## src/rtl/sdrc_init_rfsh_seq.sv

```systemverilog
// rtl/sdrc_init_rfsh_seq.sv - SDRAM power-up init and periodic auto-refresh command sequencer
module sdrc_init_rfsh_seq #(
  parameter int INIT_WAIT = 10000,
  parameter int INIT_REFS = 2,
  parameter int TMRD      = 2
) (
  input  logic        wb_clk_i,
  input  logic        wb_rst_i,
  input  logic [2:0]  cfg_sdr_cas,
  input  logic [12:0] cfg_sdr_mode_reg,
  input  logic [3:0]  cfg_sdr_trp_d,
  input  logic [3:0]  cfg_sdr_trcar_d,
  input  logic [11:0] cfg_sdr_rfsh,
  input  logic        rfsh_gnt,
  output logic        sdr_cs_n,
  output logic        sdr_ras_n,
  output logic        sdr_cas_n,
  output logic        sdr_we_n,
  output logic [12:0] sdr_addr,
  output logic [1:0]  sdr_ba,
  output logic        cmd_own,
  output logic        rfsh_req,
  output logic        sdr_init_done,
  output logic        rfsh_overrun
);

  // Command encodings {cs_n, ras_n, cas_n, we_n}
  localparam logic [3:0] CMD_NOP = 4'b0111;
  localparam logic [3:0] CMD_PRE = 4'b0010;
  localparam logic [3:0] CMD_REF = 4'b0001;
  localparam logic [3:0] CMD_MRS = 4'b0000;

  // Precharge-all is flagged by A10
  localparam logic [12:0] ADDR_PALL = 13'h0400;

  // Each state names the command (or NOP gap) currently on the bus
  localparam logic [3:0] S_WAIT = 4'd0;
  localparam logic [3:0] S_PRE  = 4'd1;
  localparam logic [3:0] S_TRP  = 4'd2;
  localparam logic [3:0] S_REF  = 4'd3;
  localparam logic [3:0] S_TRC  = 4'd4;
  localparam logic [3:0] S_MRS  = 4'd5;
  localparam logic [3:0] S_TMRD = 4'd6;
  localparam logic [3:0] S_IDLE = 4'd7;
  localparam logic [3:0] S_RREQ = 4'd8;
  localparam logic [3:0] S_RPRE = 4'd9;
  localparam logic [3:0] S_RTRP = 4'd10;
  localparam logic [3:0] S_RREF = 4'd11;
  localparam logic [3:0] S_RTRC = 4'd12;

  localparam int              WAIT_W     = (INIT_WAIT > 1) ? $clog2(INIT_WAIT) : 1;
  localparam logic [WAIT_W-1:0] WAIT_LAST = WAIT_W'(INIT_WAIT - 1);
  localparam logic [3:0]      REFS_LAST  = 4'(INIT_REFS);
  localparam logic [3:0]      TMRD_LAST  = 4'(TMRD - 1);

  logic [3:0]        state;
  logic [WAIT_W-1:0] wait_cnt;
  logic [3:0]        dly_cnt;
  logic [3:0]        ref_cnt;
  logic [3:0]        cmd_r;
  logic [12:0]       addr_r;
  logic [11:0]       ivl_cnt;

  logic [3:0]  trp_last;
  logic [3:0]  trc_last;
  logic [12:0] mrs_addr;
  logic        gnt_take;
  logic        ivl_load;
  logic        ivl_run;
  logic        ivl_expire;

  // A programmed delay of 0 still yields one NOP, so the gap counter starts at max(d,1)-1
  assign trp_last = (cfg_sdr_trp_d == 4'd0) ? 4'd0 : cfg_sdr_trp_d - 4'd1;
  assign trc_last = (cfg_sdr_trcar_d == 4'd0) ? 4'd0 : cfg_sdr_trcar_d - 4'd1;

  // CAS latency replaces mode-register bits [6:4]; the rest pass straight through
  assign mrs_addr = (cfg_sdr_mode_reg & 13'h1f8f) | {6'b0, cfg_sdr_cas, 4'b0};

  assign gnt_take   = (state == S_RREQ) && rfsh_gnt;
  assign ivl_load   = (state == S_TMRD) && (dly_cnt == 4'd0);
  assign ivl_run    = sdr_init_done && (cfg_sdr_rfsh != 12'd0);
  assign ivl_expire = ivl_run && (ivl_cnt == 12'd1);

  assign {sdr_cs_n, sdr_ras_n, sdr_cas_n, sdr_we_n} = cmd_r;
  assign sdr_addr = addr_r;
  assign sdr_ba   = 2'b00;

  // Init and refresh sequencing; command and address are registered with the state change
  always_ff @(posedge wb_clk_i) begin
    if (wb_rst_i) begin
      state         <= S_WAIT;
      wait_cnt      <= '0;
      dly_cnt       <= 4'd0;
      ref_cnt       <= 4'd0;
      cmd_r         <= CMD_NOP;
      addr_r        <= 13'h0;
      cmd_own       <= 1'b1;
      sdr_init_done <= 1'b0;
    end else begin
      cmd_r  <= CMD_NOP;
      addr_r <= 13'h0;
      case (state)
        S_WAIT: begin
          if (wait_cnt == WAIT_LAST) begin
            state  <= S_PRE;
            cmd_r  <= CMD_PRE;
            addr_r <= ADDR_PALL;
          end else begin
            wait_cnt <= wait_cnt + 1'b1;
          end
        end
        S_PRE: begin
          state   <= S_TRP;
          dly_cnt <= trp_last;
        end
        S_TRP: begin
          if (dly_cnt == 4'd0) begin
            state   <= S_REF;
            cmd_r   <= CMD_REF;
            ref_cnt <= ref_cnt + 4'd1;
          end else begin
            dly_cnt <= dly_cnt - 4'd1;
          end
        end
        S_REF: begin
          state   <= S_TRC;
          dly_cnt <= trc_last;
        end
        S_TRC: begin
          if (dly_cnt != 4'd0) begin
            dly_cnt <= dly_cnt - 4'd1;
          end else if (ref_cnt == REFS_LAST) begin
            state  <= S_MRS;
            cmd_r  <= CMD_MRS;
            addr_r <= mrs_addr;
          end else begin
            state   <= S_REF;
            cmd_r   <= CMD_REF;
            ref_cnt <= ref_cnt + 4'd1;
          end
        end
        S_MRS: begin
          state   <= S_TMRD;
          dly_cnt <= TMRD_LAST;
        end
        S_TMRD: begin
          if (dly_cnt == 4'd0) begin
            state         <= S_IDLE;
            sdr_init_done <= 1'b1;
            cmd_own       <= 1'b0;
          end else begin
            dly_cnt <= dly_cnt - 4'd1;
          end
        end
        S_IDLE: begin
          if (rfsh_req) begin
            state <= S_RREQ;
          end
        end
        S_RREQ: begin
          if (rfsh_gnt) begin
            state   <= S_RPRE;
            cmd_r   <= CMD_PRE;
            addr_r  <= ADDR_PALL;
            cmd_own <= 1'b1;
          end
        end
        S_RPRE: begin
          state   <= S_RTRP;
          dly_cnt <= trp_last;
        end
        S_RTRP: begin
          if (dly_cnt == 4'd0) begin
            state <= S_RREF;
            cmd_r <= CMD_REF;
          end else begin
            dly_cnt <= dly_cnt - 4'd1;
          end
        end
        S_RREF: begin
          state   <= S_RTRC;
          dly_cnt <= trc_last;
        end
        S_RTRC: begin
          if (dly_cnt == 4'd0) begin
            state   <= S_IDLE;
            cmd_own <= 1'b0;
          end else begin
            dly_cnt <= dly_cnt - 4'd1;
          end
        end
        default: begin
          state   <= S_WAIT;
          cmd_own <= 1'b1;
        end
      endcase
    end
  end

  // Free-running refresh interval; one request outstanding at most, extra expiries flag overrun
  always_ff @(posedge wb_clk_i) begin
    if (wb_rst_i) begin
      ivl_cnt      <= 12'd0;
      rfsh_req     <= 1'b0;
      rfsh_overrun <= 1'b0;
    end else begin
      rfsh_overrun <= 1'b0;
      if (ivl_load) begin
        ivl_cnt <= cfg_sdr_rfsh;
      end else if (ivl_run) begin
        if (ivl_cnt <= 12'd1) begin
          ivl_cnt <= cfg_sdr_rfsh;
        end else begin
          ivl_cnt <= ivl_cnt - 12'd1;
        end
      end
      if (ivl_expire && rfsh_req) begin
        rfsh_overrun <= 1'b1;
      end
      if (gnt_take) begin
        rfsh_req <= 1'b0;
      end else if (ivl_expire) begin
        rfsh_req <= 1'b1;
      end
    end
  end

endmodule

```

## config.mk

```make
export PLATFORM = sky130hd
export DESIGN_NAME = sdrc_init_rfsh_seq
export DESIGN_NICKNAME = d
export VERILOG_FILES = /design/src/rtl/sdrc_init_rfsh_seq.sv
export SDC_FILE = /design/constraint.sdc
export NUM_CORES = 1
export LEC_CHECK = 0
export BUFFER_PORTS_ARGS = -buffer_cell sky130_fd_sc_hd__buf_2
export CAP_MARGIN = 15
export CORE_ASPECT_RATIO = 1.4
export CORE_MARGIN = 3
export CORE_UTILIZATION = 35
export DETAILED_ROUTE_END_ITERATION = 10
export PLACE_DENSITY = 0.66
export SYNTH_ARGS = -nofsm -noshare
export SYNTH_HDL_FRONTEND = slang
export SYNTH_SLANG_ARGS = --single-unit
```

## constraint.sdc

```tcl
create_clock -name wb_clk_i -period 6.2 [get_ports wb_clk_i]
set_clock_uncertainty 0.15 [all_clocks]
set_input_delay 0.31 -clock wb_clk_i [delete_from_list [all_inputs] [get_ports wb_clk_i]]
set_output_delay 0.31 -clock wb_clk_i [all_outputs]
set_load 0.05 [all_outputs]
```

==> results.md <==
- Status: complete, no violations
- Die W: 86.1 um
- Fillcell total: 862
- DR DRC count: 0
- P&R area growth vs syn: 19.3%
- Setup Crit Path Kind: flip-flop to flip-flop
- Initial antenna violation count: 0
- First-pass GRT wire length: 12.5 mm
- Library cells used by synthesis: 56
- WP data required: 6270 ps
- Crit start category: flip-flop
- Final nets: 478
- Routed Antenna Nets: 0
- Final WS setup: 3160 ps
- Dpl ws: 3170 ps
- Critical Path AT: 3110 ps
- Max Root-Sink Buffers: 2
- Worst-path fanout max: 20
- Flops & latches, synth: 58
- Core area: 8660 um^2
- Lkg Pwr: 1.56 nW
- Hold WC Path Type: input port to flip-flop
- Routability cong.: 0.868
- Avg Synthesized Cell Area: 8.20 um^2
- Number of flops mapped to enable cells by yosys: 0
- Critical path cell sequence: inv_1 -> ha_1 -> or3b_1 -> or4_1 -> o41a_1 -> mux2i_1 -> a2111oi_2
- Setup TNS: 0 ps
- Seq. cell area: 1160 um^2
- IO buf count: 55
- Final Max Slew Viols: 0
- Tot Pwr: 1.17 mW
- Cell area after placement: 3450 um^2
- CTS hold repair buffers: 0
- Final hold slack: 28.3 ps
- Max_slew headroom: 35.5%
- Post-route clock period utilization: 49.0%
- Worst skew pair latency: 330 ps
- CTS Root Cell: clkbuf_16
- Sink Count: 58
- CP Capture Type: flip-flop
- CTS tree: done
- Synthesized instance count: 383
- Total die area: 10200 um^2
- Post-Layout Inst Area: 3750 um^2
- Vias: 2899
- Largest delay contributor family on the critical path: simple AND/OR/NAND/NOR gates
- Share of cells above drive strength 1: 18.2%
- Die Y: 118 um
- Fmax: 329 MHz
- Main synth FF type: dfxtp_1
- DR pass1 iterations: 4
- Post-cts sizing count: 0
- Initial Utilization: 36.3%
- # diodes: 0
- Cell Pwr Density: 312 nW/um^2
- DPL Wire Length: 5.18 mm
- Max cap viols: 0
- DR WL/cell: 13.6 um
- Worst Path Buf+Inv: 1
- Syn Std Cell Area: 3140 um^2
- # IOs: 62
- Site row count: 40
- Multi-input logic area: 1790 um^2
- Yosys Warn Count: 0
- Final count of hold timing violations: 0
- Number of vias per cell: 5.38
- Unrepaired setup endpoints after global routing: no
- Clock transition at the registers of the reported paths: 50 ps
- GRT overflow: 0
- Slowest Stage Delay on Critical Path: 630 ps
- Slowest-stage cell, CP: or4_1
- Vias in the first global route: 2892
- Maximum vdd drop: 0.000179 V
- Share of flip-flops with an asynchronous set or reset: 0%
- Register area share after synthesis: 37.0%
- GRT Util Overall: 15.1%
- Initial DRC count: 159
- H-tree depth: 3
- Num CTS Buffers: 9
- Period minus WS final: 3040 ps
- Worst-Margin Slew: 967 ps
- Final setup viols: 0
- Post-CTS Setup Inserts: 0
- Largest net degree at the start of global routing: 42
- Post-Route WL: 7.33 mm
-- through the flow --
stage | std cells | utilization (%)
finish | 539 | 43.3
global route | 539 | 43.3
CTS | 539 | 43.3
detailed placement | 523 | 39.9
global placement | 523 | 39.9
floorplan | 385 | -
-- logic make-up (layout without fill, tap and decap cells) --
group | Yosys count | count (layout) | synth area share (%)
AOI/OAI and AO/OA | 79 | 79 | 16.6
xor gates and xnor gates | 18 | 18 | 5.02
adders and majority gates | 11 | 11 | 4.30
buffers and inverters | 48 | 97 | 6.41
DFF | 58 | 58 | 37.0
muxes | 12 | 12 | 3.82
other | 1 | 3 | 0.119
and+or+nand+nor | 156 | 156 | 26.8
-- Yosys cell counts, types with 10 or more instances --
master    instances  area [um^2]
nand3_1          17         85.1
ha_1             10          125
nand2_1          27          101
dfxtp_1          58         1160
inv_1            26         97.6
clkbuf_1         16         60.1
xor2_1           12          105
o21ai_0          17         85.1
a21oi_1          24          120
nor2_1           35          131
mux2i_1          12          120
and2_1           17          106
-- sequential cells by signal, summed over array words and instances, names as in the netlist --
name           flops
rfsh_req           1
wait_cnt          14
sdr_init_done      1
ivl_cnt           12
dly_cnt            4
cmd_r              3
ref_cnt            4
sdr_addr          13
cmd_own            1
state              4
rfsh_overrun       1
-- report_power, final --
group          internal [mW]  switching, mW  total, mW
Sequential             0.395         0.0310      0.426
Combinational         0.0970          0.154      0.251
Clock                  0.320          0.173      0.493
Total                  0.812          0.358       1.17
-- cells in the final DEF (no fill, tap or decap), types with 8 or more instances in the layout --
master     count
and2_1        17
o21ai_0       17
nor2_1        35
inv_1         26
nand2_1       27
nand3_1       17
clkbuf_16      9
buf_2         55
a21oi_1       24
dfxtp_1       58
nor3_1         8
mux2i_1       12
xor2_1        12
o32ai_1        8
ha_1          10
-- final timing paths --
check	cells after the start	slack (ps)	end	start
worst max-delay path	7	3160	ivl_cnt[7]$_SDFFE_PP0P_	dly_cnt[0]$_SDFFE_PP0P_
worst max register to register	7	3160	ivl_cnt[7]$_SDFFE_PP0P_	dly_cnt[0]$_SDFFE_PP0P_
worst min-delay path	2	30	sdr_addr[0]$_SDFF_PP0_	cfg_sdr_mode_reg[0]
worst min register to register	2	310	cmd_own$_SDFFE_PP1P_	cmd_own$_SDFFE_PP1P_
-- cell type report --
type                            count  area share [%]
Sequential cell                    58            31.0
Timing Repair Buffer               55            7.34
Tap cell                          105            3.50
Clock buffer                       11            6.48
Multi-Input combinational cell    279            47.7
Clock inverter                      5            1.44
Inverter                           26            2.60
-- routing by layer --
layer / up-vias / global-route usage [%] / routed length, um
li1: 1452 / - / -
met1: 1363 / 16.2 / 3010
met2: 72 / 25.8 / 3760
met3: 12 / 3.92 / 393
met4: 0 / 9.50 / 164
met5: - / 0 / 0
(Power assumes the default switching activity.)
